<file path="src/rtl/clause_eval_sched.sv">
// clause_eval_sched: scans one clause a literal per cycle and classifies it SAT/UNIT/CONFLICT/UNRES.
// Ports: clk, rst (async active-low), clause_valid_i/clause_ready_o (clause handshake),
//   lit_values_i (2 bits per literal: 0 free, 1 false, 2 true, 3 conflict), lit_mask_i (literal present),
//   abort_i (cancel clause in SCAN/DONE), res_valid_o/res_ready_i (result handshake),
//   res_status_o (0 UNRES, 1 UNIT, 2 SAT, 3 CONFLICT), res_unit_idx_o (sole free literal, UNIT only),
//   res_freecnt_o (0 none, 1 one, 3 two-or-more), busy_o (not idle).
// Build option: CLAUSE_EARLY_EXIT_EN ends the scan at the first present true literal.
module clause_eval_sched #(
   parameter int NUM_LITS = 8,
   localparam int IDX_W = (NUM_LITS > 1) ? $clog2(NUM_LITS) : 1
) (
   input  logic                  clk,
   input  logic                  rst,
   input  logic                  clause_valid_i,
   output logic                  clause_ready_o,
   input  logic [2*NUM_LITS-1:0] lit_values_i,
   input  logic [NUM_LITS-1:0]   lit_mask_i,
   input  logic                  abort_i,
   output logic                  res_valid_o,
   input  logic                  res_ready_i,
   output logic [1:0]            res_status_o,
   output logic [IDX_W-1:0]      res_unit_idx_o,
   output logic [1:0]            res_freecnt_o,
   output logic                  busy_o
);
   typedef enum logic [1:0] {IDLE, SCAN, DONE} state_t;
   state_t                r_state, w_next;
   logic [2*NUM_LITS-1:0] r_vals;
   logic [NUM_LITS-1:0]   r_mask;
   logic [IDX_W-1:0]      r_idx, r_unit;
   logic [1:0]            r_cnt;
   logic                  r_sat, r_confl;
   logic [1:0]            w_lit, w_stat;
   logic                  w_present, w_last, w_exit;
   assign w_lit     = r_vals[{r_idx, 1'b0} +: 2];
   assign w_present = r_mask[r_idx];
   assign w_last    = r_idx == IDX_W'(NUM_LITS - 1);
`ifdef CLAUSE_EARLY_EXIT_EN
   assign w_exit    = w_last | (w_present & (w_lit == 2'd2));
`else
   assign w_exit    = w_last;
`endif
   // A true literal dominates; an explicit conflict or no free literal means CONFLICT.
   assign w_stat = r_sat ? 2'd2 : r_confl ? 2'd3 : (r_cnt == 2'd0) ? 2'd3 : (r_cnt == 2'd1) ? 2'd1 : 2'd0;
   always_ff @(posedge clk or negedge rst) begin
      if (!rst) r_state <= IDLE;
      else      r_state <= w_next;
   end
   always_comb begin
      w_next = r_state;
      case (r_state)
         IDLE:    w_next = clause_valid_i ? SCAN : IDLE;
         SCAN:    w_next = abort_i ? IDLE : w_exit ? DONE : SCAN;
         DONE:    w_next = (abort_i || res_ready_i) ? IDLE : DONE;
         default: w_next = IDLE;
      endcase
   end
   always_comb begin
      clause_ready_o = r_state == IDLE;
      busy_o         = r_state != IDLE;
      res_valid_o    = r_state == DONE;
      res_status_o   = res_valid_o ? w_stat : 2'd0;
      res_freecnt_o  = res_valid_o ? r_cnt : 2'd0;
      res_unit_idx_o = (res_valid_o && w_stat == 2'd1) ? r_unit : '0;
   end
   always_ff @(posedge clk or negedge rst) begin
      if (!rst) begin
         r_vals  <= '0;
         r_mask  <= '0;
         r_idx   <= '0;
         r_unit  <= '0;
         r_cnt   <= 2'd0;
         r_sat   <= 1'b0;
         r_confl <= 1'b0;
      end else if (r_state == IDLE && clause_valid_i) begin
         r_vals  <= lit_values_i;
         r_mask  <= lit_mask_i;
         r_idx   <= '0;
         r_unit  <= '0;
         r_cnt   <= 2'd0;
         r_sat   <= 1'b0;
         r_confl <= 1'b0;
      end else if (r_state != IDLE && abort_i) begin
         r_idx   <= '0;
         r_unit  <= '0;
         r_cnt   <= 2'd0;
         r_sat   <= 1'b0;
         r_confl <= 1'b0;
      end else if (r_state == SCAN) begin
         r_idx <= r_idx + IDX_W'(1);
         if (w_present) begin
            // Free count saturates at 3 ("two or more"); the first free literal is the unit candidate.
            if (w_lit == 2'd0) r_cnt <= (r_cnt == 2'd0) ? 2'd1 : 2'd3;
            if (w_lit == 2'd0 && r_cnt == 2'd0) r_unit <= r_idx;
            if (w_lit == 2'd2) r_sat <= 1'b1;
            if (w_lit == 2'd3) r_confl <= 1'b1;
         end
      end
   end
endmodule

</file>
<file path="config.mk">
export PLATFORM = sky130hd
export DESIGN_NAME = clause_eval_sched
export DESIGN_NICKNAME = d
export VERILOG_FILES = /design/src/rtl/clause_eval_sched.sv
export SDC_FILE = /design/constraint.sdc
export NUM_CORES = 1
export LEC_CHECK = 0
export CAP_MARGIN = 20
export CELL_PAD_IN_SITES_DETAIL_PLACEMENT = 1
export CELL_PAD_IN_SITES_GLOBAL_PLACEMENT = 1
export CORE_ASPECT_RATIO = 1.75
export CORE_MARGIN = 2
export CORE_UTILIZATION = 35
export DETAILED_ROUTE_END_ITERATION = 8
export GPL_ROUTABILITY_DRIVEN = 0
export PLACE_DENSITY_LB_ADDON = 0.15
export SYNTH_ARGS = -nofsm -noshare
export SYNTH_HDL_FRONTEND = slang
export SYNTH_SLANG_ARGS = --single-unit
</file>
<file path="constraint.sdc">
create_clock -name clk -period 1.7 [get_ports clk]
set_input_delay 0.34 -clock clk [delete_from_list [all_inputs] [get_ports clk]]
set_output_delay 0.34 -clock clk [all_outputs]
set_load 0.02 [all_outputs]
</file>
==> flow_summary.ini <==
[status]
status = finished with violations
violations = negative setup slack

[finish]
layout_commonest_cell = dfrtp_1
drive_gt1_share_pct = 27.7
n_antenna_cell = 0
fillerInstances = 526
final_area_mm2 = 0.00240
area_growth_pct = 36.8
final_net_count = 221
layout_common_cells = dfrtp_1, clkdlybuf4s50_1, mux2_1

[worst_setup_path]
r2r_cells = 4
r2r-end = r_unit[2]
crit_buf_inv = 1
worstSetupPathType = reg2out
reg2reg_from = r_idx[0]
endpoint_kind = primary output
crit_slowest_cell = or3_4
crit_end = res_unit_idx_o[1]
cp.depth = 4
cp_max_fo = 3
arrival_ps = 1490
setup.worst_path.start = r_sat
start_kind = flip-flop
crit_required_ps = 1360
path_delay_family = simple AND/OR/NAND/NOR gates
slowest_delay_ps = 400
crit_chain = or3_4 -> nor3_4 -> and2_4 -> buf_6
rrSetupSlack_ps = -100

[routing]
drcViolationCount = 0
vias_per_cell = 5.05
drt_pass1_iterations = 3
drt_iter0_markers = 10
wl_per_cell_um = 15.8
via_count = 1221
routed_wl_um = 3820
ant_nets = 0

[min_path]
hold_class = in2async

[grt]
grt.overflow.total = 0
grt_max_degree = 37
grt_use_total_pct = 15.3
grt_pass1_vias = 1383
grt_pass1_wl_um = 6510
grt_antenna_before_repair = 0

[die]
rows = 34
ios = 39
initial_core_util_pct = 35.9
core_mm2 = 0.00489
die-height_um = 97.7
die-area_mm2 = 0.00562
die_w_um = 57.5

[timing]
worstMarginPinSlew_ps = 455
min_period_over_period_pct = 108
hold_viol_final = 0
slew_headroom_pct = 69.7
fin_crit_ps = 1830
fmax_ghz = 0.546
finalSetupTns_ps = -859
rsz0062_at_grt = yes
hold_ws_ps = 466
fin_skew_ps = 4.52
report.final.slew_viol_count = 0
setup_viol = 10
fin_ws_ps = -133

[placed_design]
post-place-ws_ps = -407
dp_hpwl_um = 2990
port_buffers = 38
placed_cell_area_mm2 = 0.00228

[synthesis]
synth_seq_cells = 36
ys_types = 27
netlist_area_mm2 = 0.00175
syn_avg_cell_area_um2 = 12.9
ys_seq_area_share_pct = 51.4
yosysWarnings = 0
syn_nets = 167
netlist_instances = 136
synth_edf_count = 0
synth_top_flop_cell = dfrtp_1
async_reset_ff_share_pct = 100

[clock_network]
htreeDepth = 2
cts_buffers = 5
clockBufferDepth = 2
clock-root-buffer = clkbuf_8
cts_sinks = 36
clk_pin_slew_worst_paths_ps = 60
clk_latency_ps = 280
cts_tree = built

[power]
cellLeakagePower_nw = 1.06
ir_worst_vdd_mv = 0.717
power.total_mw = 2.49
power.density_mw_per_mm2 = 1040

[job]
maxCapViolCount = 0
==> logic make-up (layout without fill, tap and decap cells) <==
kind of cell	Yosys count	after routing	share of synthesized area [%]
simple gates	39	39	11.9
compound gates	8	8	3.07
fa+ha+maj	2	2	1.43
mux	40	40	28.9
flops	36	36	51.4
xor+xnor	1	1	0.499
buf+inv	10	62	2.85
==> through the flow <==
stage / util, % / std cells
after global placement: 46.7 / 235
after CTS: 48.4 / 241
after global routing: 49.1 / 242
after detailed placement: 46.7 / 235
final: 49.1 / 242
after floorplan: - / 136
==> final cells by class <==
| cell class | instances | area, µm² | share of cell area [%] |
|---|---|---|---|
| flip-flops and latches | 36 | 902 | 37.6 |
| multi-input cells | 90 | 860 | 35.8 |
| repair buffers | 54 | 490 | 20.4 |
| clock buffers | 5 | 68.8 | 2.87 |
| well taps | 54 | 67.6 | 2.82 |
| inverters | 3 | 11.3 | 0.469 |
==> timing repair <==
action	in CTS	in global routing
pin swaps	3	8
buffers inserted	1	1
hold buffers	0	0
setup endpoints to repair	17	13
resized for setup	49	11
hold endpoints to repair	0	0
==> metal layers <==
metal  GRT usage (%)  up-vias  part of all wire [%]
met2            28.6       33                    59
met1            15.9      604                    35
met5               0        -                     0
met3            3.20        6                   4.7
met4            5.90        0                   1.8
li1                -      578                     -
==> Yosys cell counts, types with 3 or more instances <==
cell      n  area share (%)
a21oi_1   5             1.4
and2_1    6             2.1
buf_2     4             1.1
dfrtp_1  36              51
mux2_1   25              16
mux2i_1   9             5.1
mux4_2    4             5.1
nand2_1   7             1.5
nor2_1   13             2.8
nor2b_1   3             1.1
==> worst min-delay path by stage <==
| stage | from | end | slack, ps | cells past startpoint |
|---|---|---|---|---|
| 6_report | rst | r_state[0] | 470 | 2 |
| 5_1_grt | r_mask[4] | r_mask[4] | 500 | 1 |
| 4_1_cts | r_mask[0] | r_mask[0] | 490 | 1 |
| 3_5_place_dp | r_mask[0] | r_mask[0] | 470 | 1 |
| 3_3_place_gp | r_vals[6] | r_vals[6] | 460 | 1 |
| 2_1_floorplan | rst | r_cnt[0] | 40 | 0 |
==> flip-flops by register name, summed over array words and instances, names as in the netlist <==
signal / cells
r_state: 2
r_idx: 3
r_confl: 1
r_vals: 16
r_sat: 1
r_cnt: 2
r_mask: 8
r_unit: 3
==> where the power goes <==
part	internal [mW]	switching [mW]	leakage, nW
Sequential	1.02	0.131	0.443
Clock	0.264	0.262	0.0359
Combinational	0.463	0.345	0.579
Total	1.75	0.739	1.06
Power figures use the tool's default switching activity.
